**src/rtl/rr_arbiter8.sv**
```systemverilog
// Eight-way round-robin arbiter with registered one-hot grant, encoded index and
// an optional per-tenure hold limit that forces rotation.
module rr_arbiter8 #(
   parameter int unsigned MAX_HOLD = 16
) (
   input  logic       clk,
   input  logic       rst,
   input  logic [7:0] req,
   output logic [7:0] grant,
   output logic [2:0] grant_idx,
   output logic       grant_valid,
   output logic       forced_rel
);

   localparam logic [7:0] MaxHold = 8'(MAX_HOLD);

   typedef enum logic [0:0] {StIdle, StBusy} state_e;

   state_e     state_q, state_d;
   logic [2:0] ptr_q, ptr_d;
   logic [7:0] hold_q, hold_d;
   logic [7:0] grant_q, grant_d;
   logic [2:0] idx_q, idx_d;
   logic       forced_q, forced_d;

   logic [2:0] owner_nxt;
   logic [7:0] others;

   // First set bit of v, scanning upward from p with wraparound.
   function automatic logic [2:0] pick(input logic [7:0] v, input logic [2:0] p);
      logic [2:0] r;
      logic [2:0] j;
      logic       found;
      r     = p;
      found = 1'b0;
      for (int i = 0; i < 8; i++) begin
         j = p + 3'(i);
         if (!found && v[j]) begin
            r     = j;
            found = 1'b1;
         end
      end
      return r;
   endfunction

   assign owner_nxt = idx_q + 3'd1;
   assign others    = req & ~grant_q;

   always_comb begin
      state_d  = state_q;
      ptr_d    = ptr_q;
      hold_d   = hold_q;
      grant_d  = grant_q;
      idx_d    = idx_q;
      forced_d = 1'b0;
      unique case (state_q)
         StIdle: begin
            if (req != 8'h00) begin
               idx_d   = pick(req, ptr_q);
               grant_d = 8'h01 << idx_d;
               hold_d  = 8'd1;
               state_d = StBusy;
            end
         end
         StBusy: begin
            if (!req[idx_q]) begin
               ptr_d = owner_nxt;
               if (others != 8'h00) begin
                  idx_d   = pick(others, owner_nxt);
                  grant_d = 8'h01 << idx_d;
                  hold_d  = 8'd1;
               end else begin
                  idx_d   = 3'd0;
                  grant_d = 8'h00;
                  hold_d  = 8'd0;
                  state_d = StIdle;
               end
            end else if ((MAX_HOLD != 0) && (hold_q >= MaxHold)) begin
               // Owner stays eligible but only wins if nobody else is waiting.
               ptr_d    = owner_nxt;
               forced_d = 1'b1;
               idx_d    = pick(req, owner_nxt);
               grant_d  = 8'h01 << idx_d;
               hold_d   = 8'd1;
            end else if (hold_q != 8'hFF) begin
               hold_d = hold_q + 8'd1;
            end
         end
         default: state_d = StIdle;
      endcase
   end

   always_ff @(posedge clk) begin
      if (rst) begin
         state_q  <= StIdle;
         ptr_q    <= 3'd0;
         hold_q   <= 8'd0;
         grant_q  <= 8'h00;
         idx_q    <= 3'd0;
         forced_q <= 1'b0;
      end else begin
         state_q  <= state_d;
         ptr_q    <= ptr_d;
         hold_q   <= hold_d;
         grant_q  <= grant_d;
         idx_q    <= idx_d;
         forced_q <= forced_d;
      end
   end

   assign grant       = grant_q;
   assign grant_idx   = idx_q;
   assign grant_valid = (state_q == StBusy);
   assign forced_rel  = forced_q;

endmodule

```
**config.mk**
```make
export PLATFORM = sky130hd
export DESIGN_NAME = rr_arbiter8
export DESIGN_NICKNAME = d
export VERILOG_FILES = /design/src/rtl/rr_arbiter8.sv
export SDC_FILE = /design/constraint.sdc
export NUM_CORES = 1
export LEC_CHECK = 0
export BUFFER_PORTS_ARGS = -buffer_cell sky130_fd_sc_hd__clkbuf_2
export CAP_MARGIN = 20
export CORE_MARGIN = 5
export CORE_UTILIZATION = 50
export DETAILED_ROUTE_END_ITERATION = 10
export PLACE_DENSITY_LB_ADDON = 0.15
export SYNTH_ARGS = -nofsm -noshare
export SYNTH_HDL_FRONTEND = slang
export SYNTH_SLANG_ARGS = --single-unit
```
**constraint.sdc**
```tcl
create_clock -name clk -period 9.55 [get_ports clk]
set_input_delay 0.4775 -clock clk [delete_from_list [all_inputs] [get_ports clk]]
set_output_delay 0.4775 -clock clk [all_outputs]
set_load 0.03 [all_outputs]
```
==> results.cfg <==
[timing]
whs_ns = 0.465
fin_ws_ns = 4.81
relSlewSlack = 0.387
hold_viol = 0
min_period_over_period = 0.496
tightest_slew_ns = 0.912
setup_viol = 0
clock.fmax_mhz = 211
final_max_slew_viol_count = 0
min_period_ns = 4.74
rsz0062_at_grt = no
skew_ns = 0.00491
fin_tns_setup_ns = 0

[clock_network]
clock_sinks = 24
cts.clk_slew.worst_paths_ns = 0.09
h-tree-depth = 1
hold_buffers = 0
clkLatencyLatePin_ns = 0.27
cts_resized = 0
cts_buffer_depth = 2
post_cts_buffers = 0
cts_buffers = 3
cts_tree = yes
cts_root_buf = clkbuf_8

[synth]
synthFlopType = dfxtp_1
synth_seq_area_share = 0.120
synth_compound_gate_area_share = 0.210
syn-num-nets = 481
synth_cell_types = 73
synthXorXnorAreaFrac = 0.0455
synthSimpleGateAreaFrac = 0.246
syn_avg_cell_area_um2 = 8.58
synth_common_cells = 41 x nor2_1, 36 x mux4_2, 31 x nand2_1
synth_top_cell_area_share = 0.203
async_flop_share = 0
synth_edf_count = 0
synthAdderAreaFrac = 0.0188
syn_inst = 465
synthesis.area_um2 = 3990
synth.most_common_cell = nor2_1
yosys_warnings = 0
synth.largest_area_cell = mux4_2
synth_top_family_by_area = multiplexers
yosys_register_bits = 24
synthTopCellsByArea = mux4_2 20%, dfxtp_1 12%, mux2i_1 4.8%, nor2_1 3.9%, a21oi_1 3.1%
synth_mux_area_frac = 0.305

[floorplanning]
die_x_um = 99.3
die_y_um = 99.3
rows = 32
coreArea_um2 = 7770
initial_core_util = 0.513
io_pins = 23
dieArea_um2 = 9860

[drt]
wl_per_cell_um = 19.6
ant_nets = 0
dr.pass1.iters = 5
routed_wl_um = 11000
drc = 0
routed_via_density = 6.85
via_count = 3849
drtIter0Drc = 231

[critical_path]
crit_fanout = 23
cp-end-kind = register
setup.worst_path.class = register to register
crit_required_ns = 9.75
arrival_ns = 4.94
cp-start-kind = register

[grt]
grt_max_degree = 31
first_global_vias = 3666
antenna_found_initial = 0
grt_use_total = 0.225
grt_pass1_wl_um = 18700
overflow = 0

[flow_run]
cap_violations = 0

[hold_path]
holdCritPathClass = register to register

[placement]
placedCellCount = 558
gp_congestion = 0.912
io_buffers = 22
dpl.hpwl_um = 7950
dp_slack_ns = 4.88

[finish]
drive_above_1_share = 0.191
antennaDiodeCount = 0
area_growth_pct = 4.30
instances_no_fill = 562
nets = 477

[status]
outcome = completed
==> cells in the final DEF, fill, tap and decap left out, drive strengths merged, types with 4 or more instances in the layout <==
master	Yosys	final
a21o	4	4
nand2	31	31
a32oi	4	4
inv	15	15
nor2	41	41
nand4b	5	5
nand4	9	9
or2	9	9
nor3	12	12
o21bai	7	7
nand3	12	12
and3	4	4
nand2b	10	10
a21oi	25	25
clkbuf	21	25
a31oi	9	9
mux4	36	36
xor2	5	5
a311oi	5	5
dfxtp	24	24
mux2	19	19
nor4	7	7
nor3b	8	8
mux2i	19	19
nor2b	17	17
xnor2	7	7
a41oi	5	5
and2	6	6
a211oi	6	6
a221oi	5	5
o21ai	15	15
ha	6	6
and3b	4	4
==> worst max-delay path: stages (launching register included) <==
cell and delay [ns]:
dfxtp_1 0.85, inv_2 0.26, ha_1 0.74, mux2_2 0.42
mux4_2 0.54, o22ai_1 0.47, nand4b_1 0.21, a41oi_1 0.46
nor3b_1 0.35, nand3_1 0.14, a41oi_2 0.21
==> routing by layer <==
layer | GRT usage | up-vias | wire, um
li1 | - | 1812 | -
met1 | 0.330 | 1875 | 4940
met2 | 0.362 | 144 | 5240
met3 | 0.0147 | 18 | 628
met4 | 0.0546 | 0 | 185
met5 | 0 | - | 0
==> stage by stage <==
| stage | cell area, um2 | utilization |
|---|---|---|
| finish | 4160 | 0.535 |
| global route | 4160 | 0.535 |
| CTS | 4160 | 0.535 |
| detailed placement | 4090 | 0.526 |
| global placement | 4090 | 0.526 |
| floorplan | 3990 | - |
==> path summary, 6_finish.rpt <==
check | startpoint | to | slack [ns] | cells after the start
worst min-delay path | hold_q[4]$_SDFFE_PP0P_ | hold_q[4]$_SDFFE_PP0P_ | 0.47 | 2
worst min register to register | hold_q[4]$_SDFFE_PP0P_ | hold_q[4]$_SDFFE_PP0P_ | 0.47 | 2
worst max-delay path | ptr_q[0]$_SDFFE_PP0P_ | grant[1]$_SDFFE_PP0P_ | 4.81 | 10
worst max register to register | ptr_q[0]$_SDFFE_PP0P_ | grant[1]$_SDFFE_PP0P_ | 4.81 | 10
==> registers in the layout, summed over array words and instances, names as in the netlist <==
name	count
grant_valid	1
grant_idx	3
forced_rel	1
hold_q	8
ptr_q	3
grant	8
==> cell families after synthesis <==
group                    count (synthesis)
XOR/XNOR                                14
flip-flops                              24
buffers and inverters                   49
AO/OA/AOI/OAI                          115
adder cells (fa/ha/maj)                  6
multiplexers                            74
AND/OR/NAND/NOR                        183
==> area by class of cell <==
cell class                 count  area [um2]
multi-input combinational    392        3290
fill                         724        3610
inverter                      15        56.3
tap                          102         128
clock buffer                   3        41.3
sequential                    24         480
timing repair buffer          25         133
clock inverter                 1        30.0
Power is not shown: default switching activity piles up to over one toggle a cycle in this logic, so the estimate is an artifact.
